[src/rtl/program_loader_if.sv]
// Loader-side bus for program_loader: command, byte stream, memory write port and status.
// The loader takes the slave modport; the boot host / bench drives the master modport.
interface program_loader_if;
  logic        Start;
  logic [7:0]  RxData;
  logic        RxValid;
  logic        RxReady;
  logic [15:0] MemAddr;
  logic [7:0]  MemData;
  logic        MemWrite;
  logic        CpuHold;
  logic        Done;
  logic        Error;
  logic [7:0]  Count;

  modport slave (
    input  Start, RxData, RxValid,
    output RxReady, MemAddr, MemData, MemWrite, CpuHold, Done, Error, Count
  );

  modport master (
    output Start, RxData, RxValid,
    input  RxReady, MemAddr, MemData, MemWrite, CpuHold, Done, Error, Count
  );
endinterface

[src/rtl/program_loader.sv]
// Boot-time loader: SYNC/LEN/payload[/CHK] byte frames into instruction memory at BASE_ADDR.
// Optional trailing 8-bit additive checksum is enabled by defining LOADER_CSUM_EN.
module program_loader #(
  parameter logic [15:0] BASE_ADDR = 16'd10,
  parameter int          MEM_BYTES = 128
) (
  input logic            Clock,
  input logic            ResetN,
  program_loader_if.slave bus
);

`ifdef LOADER_CSUM_EN
  typedef enum logic [2:0] {S_IDLE, S_SYNC, S_LEN, S_DATA, S_CHK} state_t;
`else
  typedef enum logic [1:0] {S_IDLE, S_SYNC, S_LEN, S_DATA} state_t;
`endif

  state_t      state, state_d;
  logic [7:0]  len, len_d;
  logic [7:0]  cnt, cnt_d;
  logic [15:0] addr, addr_d;
  logic [7:0]  data, data_d;
  logic        wr, wr_d;
  logic        hold, hold_d;
  logic        done, done_d;
  logic        err, err_d;
`ifdef LOADER_CSUM_EN
  logic [7:0]  sum, sum_d;
`endif

  logic        acc;
  logic [7:0]  cnt_inc;
  logic [16:0] end_addr;
  logic        len_bad;

  assign acc      = bus.RxValid && (state != S_IDLE);
  assign cnt_inc  = cnt + 8'd1;
  // One past the last byte the frame would touch; must not exceed the array.
  assign end_addr = {1'b0, BASE_ADDR} + {9'd0, bus.RxData};
  assign len_bad  = (bus.RxData == 8'd0) || bus.RxData[0] || (end_addr > 17'(MEM_BYTES));

  always_comb begin
    state_d = state;
    len_d   = len;
    cnt_d   = cnt;
    addr_d  = addr;
    data_d  = data;
    wr_d    = 1'b0;
    done_d  = 1'b0;
    err_d   = err;
    // Registered one cycle behind state, so hold outlasts the final write.
    hold_d  = (state != S_IDLE);
`ifdef LOADER_CSUM_EN
    sum_d   = sum;
`endif
    case (state)
      S_IDLE: if (bus.Start) begin
        state_d = S_SYNC;
        err_d   = 1'b0;
        cnt_d   = 8'd0;
        hold_d  = 1'b1;
      end
      S_SYNC: if (acc && bus.RxData == 8'hA5) state_d = S_LEN;
      S_LEN: if (acc) begin
        len_d = bus.RxData;
        if (len_bad) begin
          state_d = S_IDLE;
          err_d   = 1'b1;
          done_d  = 1'b1;
        end else begin
          state_d = S_DATA;
          cnt_d   = 8'd0;
`ifdef LOADER_CSUM_EN
          sum_d   = 8'd0;
`endif
        end
      end
      S_DATA: if (acc) begin
        wr_d   = 1'b1;
        addr_d = BASE_ADDR + {8'd0, cnt};
        data_d = bus.RxData;
        cnt_d  = cnt_inc;
`ifdef LOADER_CSUM_EN
        sum_d  = sum + bus.RxData;
        if (cnt_inc == len) state_d = S_CHK;
`else
        if (cnt_inc == len) begin
          state_d = S_IDLE;
          done_d  = 1'b1;
        end
`endif
      end
`ifdef LOADER_CSUM_EN
      S_CHK: if (acc) begin
        state_d = S_IDLE;
        done_d  = 1'b1;
        err_d   = (bus.RxData != sum);
      end
`endif
      default: state_d = S_IDLE;
    endcase
  end

  always_ff @(posedge Clock or negedge ResetN) begin
    if (!ResetN) begin
      state <= S_IDLE;
      len   <= 8'd0;
      cnt   <= 8'd0;
      addr  <= 16'd0;
      data  <= 8'd0;
      wr    <= 1'b0;
      hold  <= 1'b0;
      done  <= 1'b0;
      err   <= 1'b0;
`ifdef LOADER_CSUM_EN
      sum   <= 8'd0;
`endif
    end else begin
      state <= state_d;
      len   <= len_d;
      cnt   <= cnt_d;
      addr  <= addr_d;
      data  <= data_d;
      wr    <= wr_d;
      hold  <= hold_d;
      done  <= done_d;
      err   <= err_d;
`ifdef LOADER_CSUM_EN
      sum   <= sum_d;
`endif
    end
  end

  assign bus.RxReady  = (state != S_IDLE);
  assign bus.MemAddr  = addr;
  assign bus.MemData  = data;
  assign bus.MemWrite = wr;
  assign bus.CpuHold  = hold;
  assign bus.Done     = done;
  assign bus.Error    = err;
  assign bus.Count    = cnt;

endmodule

[src/flat_wrapper.sv]
// flat-port wrapper written by rule: the top's interface ports become plain ports
module program_loader_flat 
#(
  parameter logic [15:0] BASE_ADDR = 16'd10,
  parameter int          MEM_BYTES = 128
)
  (Clock, ResetN, bus_Start, bus_RxData, bus_RxValid, bus_RxReady, bus_MemAddr, bus_MemData, bus_MemWrite, bus_CpuHold, bus_Done, bus_Error, bus_Count);
  program_loader_if bus_i ();
  input logic Clock;
  input logic ResetN;
  input wire logic [$bits(bus_i.Start)-1:0] bus_Start;
  input wire logic [$bits(bus_i.RxData)-1:0] bus_RxData;
  input wire logic [$bits(bus_i.RxValid)-1:0] bus_RxValid;
  output wire logic [$bits(bus_i.RxReady)-1:0] bus_RxReady;
  output wire logic [$bits(bus_i.MemAddr)-1:0] bus_MemAddr;
  output wire logic [$bits(bus_i.MemData)-1:0] bus_MemData;
  output wire logic [$bits(bus_i.MemWrite)-1:0] bus_MemWrite;
  output wire logic [$bits(bus_i.CpuHold)-1:0] bus_CpuHold;
  output wire logic [$bits(bus_i.Done)-1:0] bus_Done;
  output wire logic [$bits(bus_i.Error)-1:0] bus_Error;
  output wire logic [$bits(bus_i.Count)-1:0] bus_Count;
  assign bus_i.Start = bus_Start;
  assign bus_i.RxData = bus_RxData;
  assign bus_i.RxValid = bus_RxValid;
  assign bus_RxReady = bus_i.RxReady;
  assign bus_MemAddr = bus_i.MemAddr;
  assign bus_MemData = bus_i.MemData;
  assign bus_MemWrite = bus_i.MemWrite;
  assign bus_CpuHold = bus_i.CpuHold;
  assign bus_Done = bus_i.Done;
  assign bus_Error = bus_i.Error;
  assign bus_Count = bus_i.Count;
  program_loader #(.BASE_ADDR(BASE_ADDR), .MEM_BYTES(MEM_BYTES)) u_core (.Clock(Clock), .ResetN(ResetN), .bus(bus_i));
endmodule
[config.mk]
export PLATFORM = sky130hd
export DESIGN_NAME = program_loader_flat
export DESIGN_NICKNAME = d
export VERILOG_FILES = /design/src/rtl/program_loader_if.sv /design/src/rtl/program_loader.sv /design/src/flat_wrapper.sv
export SDC_FILE = /design/constraint.sdc
export NUM_CORES = 1
export LEC_CHECK = 0
export ABC_CLOCK_PERIOD_IN_PS = 3630
export BUFFER_PORTS_ARGS = -buffer_cell sky130_fd_sc_hd__buf_2
export CORE_UTILIZATION = 40
export CTS_BUF_LIST = sky130_fd_sc_hd__clkbuf_4 sky130_fd_sc_hd__clkbuf_8 sky130_fd_sc_hd__clkbuf_16
export DETAILED_ROUTE_END_ITERATION = 7
export HOLD_SLACK_MARGIN = 0.02
export PLACE_DENSITY_LB_ADDON = 0.2
export SYNTH_ARGS = -nofsm -noshare
export SYNTH_HDL_FRONTEND = slang
export SYNTH_SLANG_ARGS = --single-unit
[constraint.sdc]
create_clock -name Clock -period 3.63 [get_ports Clock]
set_input_delay 0.5445 -clock Clock [delete_from_list [all_inputs] [get_ports Clock]]
set_output_delay 0.5445 -clock Clock [all_outputs]
set_load 0.1 [all_outputs]
**Word-level counts from Yosys, hierarchy flattened**

Cells that the tools add are included.

- Bits in registers: 46
- Input port bits: 12
- Output and inout port bits: 37
- Logic and storage cells: 64

- Add/subtract/negate cells: 3
- Magnitude comparators: 1
- Equal/unequal tests: 12
- Muxes and demuxes: 25
- Reduce and logical (&&, ||, !) cells: 14

Operators with widths:

| operator | count |
|---|---|
| 2-to-1 mux 8 bit | 4 |
| one-hot mux 8 bit (3 select lines) | 1 |
| adder 4 x 8 -> 9 bit, first input constant | 2 |
| > comparator 17 x 8 -> 1 bit, second input constant | 1 |
| 2-to-1 mux 2 bit | 6 |
| 2-to-1 mux 1 bit | 11 |
| inequality test 2 x 1 -> 1 bit, second input constant | 5 |
| AND reduction 5 bit | 2 |
| adder 8 x 1 -> 8 bit, second input constant | 1 |
| == test 8 bit | 1 |
| == test 8 bit, second input constant | 1 |
| logical NOT 8 bit | 1 |
| one-hot mux 2 bit (4 select lines) | 1 |
| == test 2 bit, second input constant | 2 |
| inequality test 2 bit, second input constant | 2 |
| one-hot mux 1 bit (2 select lines) | 2 |
| AND reduction 2 bit | 2 |
| AND reduction 4 bit | 1 |
| nonzero test 2 bit | 2 |
| nonzero test 3 bit | 1 |
| == test 2 x 1 -> 1 bit, second input constant | 1 |
| logical AND 1 bit | 2 |
| logical NOT 2 bit | 1 |
| logical OR 1 bit | 2 |

**Logic depth before layout (Yosys ltp)**

- Depth in word-level cells: 6
- Mapped depth: 7
- Mapped depth without buffers: 6

**Worst setup path before layout**

No wires, ideal clock.

- Path type: flip-flop to flip-flop
- From: register u_core.cnt[2] (netlist: u_core.bus.Count[2])
- To: register u_core.done (netlist: u_core.bus.Done)
- Library setup time: 0.094 ns
- Arrival time: 2.771 ns
- Required time: 3.536 ns
- Path slack: 0.765 ns
- Cell stages (with the launch flop): 8
- Path buffers: 1
- Clock period less this slack: 2.865 ns
- Cells stage by stage: dfrtp_1 -> ha_1 -> clkbuf_1 -> nand4_1 -> xnor2_1 -> o311ai_0 -> or4_1 -> a211oi_1

- Word-level cells in the longest chain between the ends: 5

Ends and longest elaborated chain:

| what | RTL line | text |
|---|---|---|
| start: declaration | program_loader.sv:20 | `logic [7:0] cnt, cnt_d;` |
| start signal: assignment | program_loader.sv:121 | `cnt <= cnt_d;` |
| adder 8 x 1 -> 8 bit | program_loader.sv:37 | `assign cnt_inc = cnt + 8'd1;` |
| == test 8 bit | program_loader.sv:87 | `if (cnt_inc == len) begin` |
| 2-to-1 mux 1 bit | program_loader.sv:87 |  |
| 2-to-1 mux 1 bit | program_loader.sv:78 | `S_DATA: if (acc) begin` |
| one-hot mux 1 bit (2 select lines) | program_loader.sv:56 | `case (state)` |
| net u_core.done_d | program_loader.sv:25 | `logic done, done_d;` |
| end signal: assignment | program_loader.sv:126 | `done <= done_d;` |
| end: declaration | program_loader.sv:25 |  |

The timed path passes the listed nets, and every way through them passes these cells.
A chain may end at the register's enable or synchronous reset.

**Worst setup path in the final report**

Same ends and word-level chain as after synthesis.

==> results.cfg <==
[flow_run]
cap_violations = 0

[floorplan]
dieArea_sq_mm = 0.005585
core_sq_mm = 0.005107
die_w_um = 74.73
initial_core_util_pct = 41.43
rows = 26
dieHeight_um = 74.73
io-pin-count = 49

[placed_design]
post-dp-hpwl_um = 3292
numPortBuffers = 41
gp_congestion = 0.8049
dpl.cell_count = 335

[global_route]
grt_pass1_wl_um = 7859
grt-ovfl-total = 0
grt_use_met2_pct = 30.13
met3_usage_pct = 4.418
top_usage_layer = met2
antenna_found_initial = 0
grtUsageTotal_pct = 18.71
grt_max_degree = 40
grtUsageMet1_pct = 25.06
first_global_vias = 1587

[finish]
final_common_cell = nand2_1
fillCellCount = 543
layout_common_cells = nand2_1, buf_2, dfrtp_1, o21ai_0, nor2_1
nNetsFinal = 287
areaGrowthSynthToFinish_pct = 15.55
drive_above_1_share_pct = 22.34
diodes = 0
layout.cells.non_filler = 343

[power_and_ir_drop]
p_leak_nw = 1.170
switching_share_pct = 55.98
combPwrFrac_pct = 55.0
p_sw_mw = 1.281
seqPwrFrac_pct = 30.6
intPower_mw = 1.008
p_clk_share_pct = 14.3
power.density_mw_per_mm2 = 936.2
peakVddDrop_v = 0.0004301

[critical_path]
crit_family = simple AND/OR/NAND/NOR gates
critPathArrivalTime_ns = 2.69
required_ns = 3.84
slowest_delay_ns = 0.58
crit_path_top_delay_cell = or4_1
path_max_fanout = 10
worstSetupPathType = register to register
cp-end-kind = register
reg2reg_setup_slack_ns = 1.15
path_cells = ha_1, nand4_1, xnor2_1, o311ai_0, or4_1, a211oi_1
worstSetupStartpointType = register
path_buf_inv = 0

[drt]
drt-total-wl_um = 4640
wl_per_cell_um = 13.53
vias = 1775
drcViolationCount = 0
drtAntennaViolNets = 0
drt_iter0_drc = 78
drt_pass1_iterations = 4
via_per_inst = 5.175

[clock_network]
ctsResizeCount = 0
htreeDepth = 2
clk_latency_ns = 0.29
postCtsSetupRepairBufs = 0
cts-root-buf = clkbuf_8
cts_inserted_buffers = 5
hold_buffers = 0
cts_buffer_depth = 2
path_clk_slew_ns = 0.08
cts_tree = built
clock_sinks = 39

[timing]
slew_headroom_pct = 42.25
final.setup.tns_ns = 0
clock_skew_ns = 0.003153
max_freq_ghz = 0.4038
period_minus_slack_ns = 2.476
setup-violations-final = 0
worst_pin_slew_ns = 0.8662
drv_slew = 0
hold_viol_final = 0
finalCritPeriodShare_pct = 68.22
rsz0062_at_grt = no

[synth]
synth-seq-area-share_pct = 46.13
ys.flop_type = dfrtp_1
synth_cell_types = 48
synthArstFlopShare_pct = 100.0
ys_ff_latch = 39
synth_warnings = 0
avgSynthCellArea_sq_um = 9.003
synth_area_sq_mm = 0.002116
synth-edff-count = 0
synthCells = 235

[hold_path]
hold_path_class = input port to async pin

[run_status]
status = complete, no violations
Yosys cell counts (2+ instances only):
| cell type | instances | area (sq um) |
|---|---|---|
| clkbuf_1 | 7 | 26.28 |
| o21bai_1 | 2 | 15.01 |
| nor3_1 | 3 | 15.01 |
| a211oi_1 | 2 | 15.01 |
| o21a_1 | 2 | 15.01 |
| buf_2 | 3 | 15.01 |
| mux2_2 | 8 | 90.09 |
| o21ai_0 | 15 | 75.07 |
| nand4_1 | 2 | 12.51 |
| dfrtp_1 | 39 | 975.9 |
| a31oi_1 | 2 | 12.51 |
| and4_1 | 2 | 17.52 |
| xnor2_1 | 6 | 52.55 |
| nand2_1 | 52 | 195.2 |
| buf_4 | 7 | 52.55 |
| xor2_1 | 6 | 52.55 |
| inv_1 | 4 | 15.01 |
| nor2_1 | 13 | 48.80 |
| or3_1 | 2 | 12.51 |
| a41oi_1 | 4 | 35.03 |
| a21oi_1 | 10 | 50.05 |
| a21boi_0 | 2 | 15.01 |
| nor2b_1 | 5 | 31.28 |
| nor4_1 | 4 | 25.02 |
| nand3_1 | 7 | 35.03 |
| ha_1 | 3 | 37.54 |
| nor3b_1 | 2 | 15.01 |
stage by stage:
stage	worst slack (ns)	cell area, sq um	utilization (%)	hold WS (ns)	power, mW
floorplan	0.7650	2138	-	0.2489	1.764
global route	0.9021	2445	47.87	0.4415	2.429
detailed placement	0.9718	2341	45.84	0.4635	1.978
global placement	1.003	2341	45.84	0.4551	1.967
finish	1.154	2445	47.87	0.3604	2.289
CTS	1.120	2445	47.87	0.3995	2.309
flip-flops by register name, summed over array words and instances (netlist names):
| register | count |
|---|---|
| u_core.bus.MemWrite | 1 |
| u_core.len | 8 |
| u_core.bus.MemData | 8 |
| u_core.bus.Done | 1 |
| u_core.bus.Count | 8 |
| u_core.bus.CpuHold | 1 |
| u_core.state | 2 |
| u_core.bus.MemAddr | 9 |
| u_core.bus.Error | 1 |
power groups by stage:
stage                     registers (mW)  clock network, mW  logic (mW)
final                              0.701              0.328        1.26
after global placement             0.709                  0        1.26
after global routing               0.727              0.358        1.34
after CTS                          0.704              0.338        1.27
after floorplan                     1.29                  0       0.470
after detailed placement           0.710                  0        1.27
area by class of cell:
cell class / count / area, sq um / area share (%)
flip-flops and latches: 39 / 975.9 / 39.92
clock inverters: 1 / 7.507 / 0.3071
multi-input cells: 179 / 1046 / 42.78
inverters: 5 / 18.77 / 0.7677
clock buffers: 7 / 96.34 / 3.941
well taps: 70 / 87.58 / 3.582
repair buffers: 42 / 212.7 / 8.700
metal layers:
metal	share of wire (%)	vias to the layer above
met1	48	838
li1	-	875
met5	0	-
met3	5.4	7
met4	1.3	0
met2	45	55
path summary, 6_finish.rpt:
path / from / to / cells past startpoint
max in group asynchronous: ResetN / u_core.bus.MemData[7] / 1
hold / removal: ResetN / u_core.bus.CpuHold / 1
setup reg to reg: u_core.bus.Count[2] / u_core.bus.Done / 6
setup / recovery: u_core.bus.Count[2] / u_core.bus.Done / 6
min in group Clock: bus_Start / u_core.bus.CpuHold / 2
hold reg to reg: u_core.bus.MemAddr[4] / u_core.bus.MemAddr[4] / 2
worst register-to-register path, cell delays in order, from the launching register on:
cell and delay, ns:
dfrtp_1 0.52, ha_1 0.40, nand4_1 0.21, xnor2_1 0.21, o311ai_0 0.24, or4_1 0.58
a211oi_1 0.23
cells by family (layout without fill, tap and decap cells):
logic type	after synthesis	after routing	synth area share [%]
AOI/OAI and AO/OA	48	48	14.84
xor gates and xnor gates	12	12	4.967
adders and majority gates	3	3	1.774
buffers and inverters	23	55	5.499
DFF	39	39	46.13
muxes	9	9	4.731
other	1	7	0.1772
and+or+nand+nor	100	100	21.88
(Power assumes the default switching activity.)
